## src/rtl/codec_cfg_sequencer.sv

```systemverilog
// codec_cfg_sequencer: streams a writable table of codec control words to an I2C master.
// Define CFG_RETRY_EN to resend NACKed entries up to MAX_RETRY times before reporting an error.
module codec_cfg_sequencer #(
   parameter int NUM_REGS   = 12,
   parameter int DATA_W     = 16,
   parameter int IDX_W      = (NUM_REGS > 1) ? $clog2(NUM_REGS) : 1,
   parameter int MAX_RETRY  = 3,
   parameter int TIMEOUT    = 4095,
   parameter int GAP_CYCLES = 8
) (
   input  logic              clk_i2c,
   input  logic              rst_i,
   input  logic              en_i,
   input  logic              start_cf_i,
   input  logic [IDX_W:0]    num_regs_i,
   input  logic              tbl_we_i,
   input  logic [IDX_W-1:0]  tbl_waddr_i,
   input  logic [DATA_W-1:0] tbl_wdata_i,
   input  logic              i2c_busy_i,
   input  logic              i2c_done_i,
   input  logic              i2c_nack_i,
   output logic              send_start_i2c_o,
   output logic [DATA_W-1:0] cf_data_o,
   output logic [IDX_W-1:0]  cf_index_o,
   output logic              cf_busy_o,
   output logic              cf_done_o,
   output logic              cf_err_o,
   output logic [1:0]        retry_cnt_o
);
   localparam int TW = (TIMEOUT > 1) ? $clog2(TIMEOUT) : 1;
   localparam int GW = (GAP_CYCLES > 1) ? $clog2(GAP_CYCLES) : 1;
   localparam int RW = ($clog2(MAX_RETRY + 1) < 2) ? 2 : $clog2(MAX_RETRY + 1);
   localparam logic [IDX_W:0] NMAX = (IDX_W + 1)'(NUM_REGS);

   typedef enum logic [2:0] {S_IDLE, S_SEND, S_WAIT, S_GAP, S_DONE, S_ERR} state_t;

   state_t              state_q, state_d;
   logic [IDX_W-1:0]    index_q, index_d;
   logic [IDX_W:0]      n_q, n_d;
   logic [RW-1:0]       retry_q, retry_d;
   logic [TW-1:0]       tmo_q, tmo_d;
   logic [GW-1:0]       gap_q, gap_d;
   logic [DATA_W-1:0]   tbl_q [NUM_REGS];
   logic                ready, retry_left, last;
   logic [IDX_W:0]      n_clamp;

   assign ready   = (state_q == S_IDLE) || (state_q == S_ERR);
   assign n_clamp = (num_regs_i > NMAX) ? NMAX : num_regs_i;
   assign last    = ({1'b0, index_q} + 1'b1) == n_q;
`ifdef CFG_RETRY_EN
   assign retry_left = retry_q < RW'(MAX_RETRY);
`else
   assign retry_left = 1'b0;
`endif

   always_comb begin
      state_d = state_q;
      index_d = index_q;
      n_d     = n_q;
      retry_d = retry_q;
      tmo_d   = tmo_q;
      gap_d   = gap_q;
      if (en_i) begin
         case (state_q)
            S_IDLE, S_ERR: begin
               if (start_cf_i && !i2c_busy_i) begin
                  n_d     = n_clamp;
                  index_d = '0;
                  retry_d = '0;
                  state_d = (n_clamp == '0) ? S_DONE : S_SEND;
               end
            end
            S_SEND: begin
               tmo_d   = '0;
               state_d = S_WAIT;
            end
            S_WAIT: begin
               if (i2c_done_i && !i2c_nack_i) begin
                  if (last) state_d = S_DONE;
                  else begin
                     index_d = index_q + 1'b1;
                     retry_d = '0;
                     gap_d   = '0;
                     state_d = S_GAP;
                  end
               end else if (i2c_done_i) begin
                  // NACK: resend the same entry after a gap while retries remain
                  if (retry_left) begin
                     retry_d = retry_q + 1'b1;
                     gap_d   = '0;
                     state_d = S_GAP;
                  end else state_d = S_ERR;
               end else if (tmo_q == TW'(TIMEOUT - 1)) state_d = S_ERR;
               else tmo_d = tmo_q + 1'b1;
            end
            S_GAP: begin
               if (!i2c_busy_i) begin
                  if (gap_q == GW'(GAP_CYCLES - 1)) state_d = S_SEND;
                  else gap_d = gap_q + 1'b1;
               end
            end
            S_DONE: begin
               index_d = '0;
               state_d = S_IDLE;
            end
            default: state_d = S_IDLE;
         endcase
      end
   end

   always_ff @(posedge clk_i2c) begin
      if (rst_i) begin
         state_q <= S_IDLE;
         index_q <= '0;
         n_q     <= '0;
         retry_q <= '0;
         tmo_q   <= '0;
         gap_q   <= '0;
      end else begin
         state_q <= state_d;
         index_q <= index_d;
         n_q     <= n_d;
         retry_q <= retry_d;
         tmo_q   <= tmo_d;
         gap_q   <= gap_d;
      end
   end

   always_ff @(posedge clk_i2c) begin
      if (tbl_we_i && ready && ({1'b0, tbl_waddr_i} < NMAX)) tbl_q[tbl_waddr_i] <= tbl_wdata_i;
   end

   assign send_start_i2c_o = en_i && (state_q == S_SEND);
   assign cf_done_o        = en_i && (state_q == S_DONE);
   assign cf_busy_o        = !ready;
   assign cf_err_o         = state_q == S_ERR;
   assign cf_index_o       = index_q;
   assign cf_data_o        = tbl_q[index_q];
   assign retry_cnt_o      = (retry_q > RW'(3)) ? 2'd3 : retry_q[1:0];
endmodule
```

## config.mk

```make
export PLATFORM = sky130hd
export DESIGN_NAME = codec_cfg_sequencer
export DESIGN_NICKNAME = d
export VERILOG_FILES = /design/src/rtl/codec_cfg_sequencer.sv
export SDC_FILE = /design/constraint.sdc
export NUM_CORES = 1
export LEC_CHECK = 0
export CAP_MARGIN = 20
export CORE_MARGIN = 2
export CORE_UTILIZATION = 51
export CTS_CLUSTER_SIZE = 30
export DETAILED_ROUTE_END_ITERATION = 16
export GPL_TIMING_DRIVEN = 0
export PLACE_DENSITY = 0.7
export SYNTH_ARGS = -nofsm -noshare
export SYNTH_HDL_FRONTEND = slang
export SYNTH_SLANG_ARGS = --single-unit
```

## constraint.sdc

```tcl
create_clock -name clk_i2c -period 3.4 [get_ports clk_i2c]
set_clock_uncertainty 0.05 [all_clocks]
set_input_delay 0.68 -clock clk_i2c [delete_from_list [all_inputs] [get_ports clk_i2c]]
set_output_delay 0.68 -clock clk_i2c [all_outputs]
set_load 0.05 [all_outputs]
```

==> qor.csv <==
stage,metric,value,unit
synthesis,Synth Instances,534,
global_route,gr ovfl total,0,
worst_hold_path,Min-Delay Path Class,reg -> reg,
clock_network,Clock Pin Slew Worst Setup and Hold Paths,0.06,ns
routing,routed via count,5255,
synthesis,post-synth top area share,63.3,%
synthesis,Synth area leader,edfxtp_1,
finish,"non-filler cells, final",867,
setup_path,CP arrival,2.56,ns
setup_path,Crit-path slowest cell,dlygate4sd2_1,
sta,Max transition margin,31.7,%
synthesis,Post-synth EDFFs,192,
routing,1st-pass router iterations,5,
routing,WL final,19400,um
synthesis,Synth top cells by count,"edfxtp_1 (192), mux4_2 (48), nand2_1 (33)",
sta,WHS,0.416,ns
place,placed inst area,10200,sq um
place,placed cells,826,
global_route,first-pass GRT wire length,29600,um
setup_path,CP required,2.67,ns
synthesis,"Avg Cell Area, Syn",17.1,sq um
synthesis,Post-Synthesis Cell Area,9110,sq um
finish,Final Instance Area,10900,sq um
sta,worst-margin pin slew,1.02,ns
finish,Layout area overhead,19.6,%
setup_path,max incr delay on CP,0.57,ns
routing,met2 WL,10000,um
setup_path,"critical path, cell by cell",buf_1 -> clkdlybuf4s15_2 -> mux2i_1 -> o21ai_0 -> dlygate4sd2_1,
pwr,Power per Cell Area,543,nW/um^2
clock_network,Sink Count,223,
synthesis,ys async rst share,0,%
sta,RSZ-0062 raised after global routing,false,
pwr,Max VDD drop,0.000353,V
routing,Initial DRC Count,353,
global_route,initial antenna violation count,0,
routing,met3 wire length,1170,um
synthesis,part of the Yosys area used for sequential elements,70.1,%
finish,nets@finish,664,
global_route,vias in the first global route,5310,
floorplan,initial core utilization,52.5,%
place,GPL Wtd Cong,0.929,
setup_path,"delay-heaviest family, CP",buffers and inverters,
sta,min cycle time layout,3.29,ns
setup_path,Worst Path Max Fanout,10,
pwr,P_leak,3.41,nW
synthesis,"Primary FF master, synth",edfxtp_1,
setup_path,Crit Path Class,reg -> out,
clock_network,clk_lat worst skew,0.50,ns
setup_path,endpoint type of the worst setup path,primary output,
synthesis,ranking of synthesized cells by area,"edfxtp_1 (63%), mux4_2 (12%), dfxtp_1 (6.8%)",
floorplan,Core Area,17400,sq um
floorplan,Chip Height,138,um
clock_network,clk buf depth,3,
floorplan,Chip Width,138,um
floorplan,die area,19000,sq um
floorplan,io pins,59,
routing,routed length on met1,7820,um
routing,Final ANT Viol Nets,0,
flow_run,maxcap violations,0,
synthesis,top-count cell post-synth,edfxtp_1,
floorplan,Rows,48,
clock_network,Num CTS Buffers,23,
synthesis,YS warnings,0,
clock_network,htree depth,1,
place,Detailed Place HPWL,13100,um
global_route,largest net degree at the start of global routing,15,
setup_path,CP bufs+invs,3,
routing,highest metal used,met4,
sta,fmax,0.304,GHz
place,Port Buffers,54,
clock_network,clk root buf,clkbuf_16,
sta,Tcrit/Tclk final,96.9,%
global_route,gr usage total,21.0,%
clock_network,post-CTS setup buffers,0,
routing,routed len/inst,22.4,um
synthesis,"Distinct cells, synth",60,
run_status,outcome,"finished, final reports clean",
finish,layout cells sized above 1,20.9,%
sta,final setup violation count,0,
routing,DRC viols,0,
pwr,Final Power,5.92,mW
sta,final hold violation count,0,
sta,Final Slew Violations,0,
setup_path,critical path launch point type,flip-flop,
synthesis,"FF+latch count, synth",223,
routing,Via density,6.06,
clock_network,CTS tree,built,
finish,antenna cells,0,
## tightest hold or removal path, stage by stage, from the launching register on
cell and delay [ns]:
dfxtp_1 0.31, nand2_1 0.05, mux2i_1 0.05
## logic make-up (layout without fill, tap and decap cells)
group,count (synthesis),count (layout),share of synthesized area (%)
DFF,223,223,70.1
other,1,2,0.0411
AOI/OAI and AO/OA,73,73,5.13
and+or+nand+nor,120,120,7.25
muxes,70,70,14.3
xor gates and xnor gates,8,8,0.769
buffers and inverters,34,141,1.77
adders and majority gates,5,5,0.686
## sequential cells by signal, indices dropped and copies added, names as in the netlist, named ones only
| signal | flops |
|---|---|
| tbl_q | 192 |
| tmo_q | 12 |
| state_q | 3 |
| n_q | 5 |
| gap_q | 3 |
| cf_index_o | 4 |
## final timing paths
path	start	end	slack (ns)	cells after the start
max	flip-flop	cf_data_o[6]	0.11	5
min	gap_q[2]	gap_q[2]	0.42	2
max reg2reg	state_q[0]	tbl_q[0][10]	0.39	7
min reg2reg	gap_q[2]	gap_q[2]	0.42	2
## placed cells by master (no fill, tap or decap), types with 9 or more instances in the layout
| cell | Yosys | layout |
|---|---|---|
| edfxtp_1 | 192 | 192 |
| nor2_2 | 0 | 9 |
| buf_8 | 0 | 11 |
| mux2i_1 | 21 | 21 |
| o21ai_0 | 24 | 24 |
| nor2_1 | 23 | 14 |
| nand2_1 | 33 | 33 |
| mux4_2 | 48 | 48 |
| a21oi_1 | 15 | 15 |
| clkbuf_1 | 8 | 11 |
| clkdlybuf4s50_1 | 0 | 38 |
| dfxtp_1 | 31 | 31 |
| clkbuf_16 | 0 | 23 |
| or4_1 | 10 | 10 |
| dlygate4sd2_1 | 0 | 12 |
## timing repair
action | in CTS | in global routing
pin swaps | 0 | 0
hold endpoints to repair | 0 | 0
endpoints found under the setup margin | 16 | 10
resized for setup | 33 | 10
hold buffers | 0 | 0
## area by class of cell
type | count | area [sq um]
multi-input cells | 278 | 2610
fillers | 1204 | 6460
plain buffers | 27 | 173
repair buffers | 66 | 688
inverters | 7 | 26.3
clock buffers | 28 | 594
flip-flops and latches | 223 | 6390
clock inverters | 13 | 140
well taps | 225 | 282
## report_power, final
part	total (mW)	internal [mW]	leakage [nW]	switching (mW)
clock	2.44	1.47	0.356	0.970
sequential	3.05	3.03	1.98	0.0179
combinational	0.436	0.159	1.08	0.277
total	5.92	4.66	3.41	1.26
## layer usage
metal	GRT usage, %	vias to the layer above
li1	-	2344
met1	27.3	2694
met2	37.3	189
met3	3.31	28
met4	5.05	0
met5	0	-
## per-stage QoR
step | TNS [ns] | worst slack (ns) | utilization, %
after floorplan | 0 | 0.127 | -
after global placement | -42.33 | -0.970 | 57.3
after detailed placement | -0.539 | -0.145 | 58.5
after CTS | 0 | 0.00479 | 62.8
after global routing | 0 | 0.00600 | 62.8
final | 0 | 0.106 | 62.8
No activity file was read; power rests on OpenSTA's default activity.
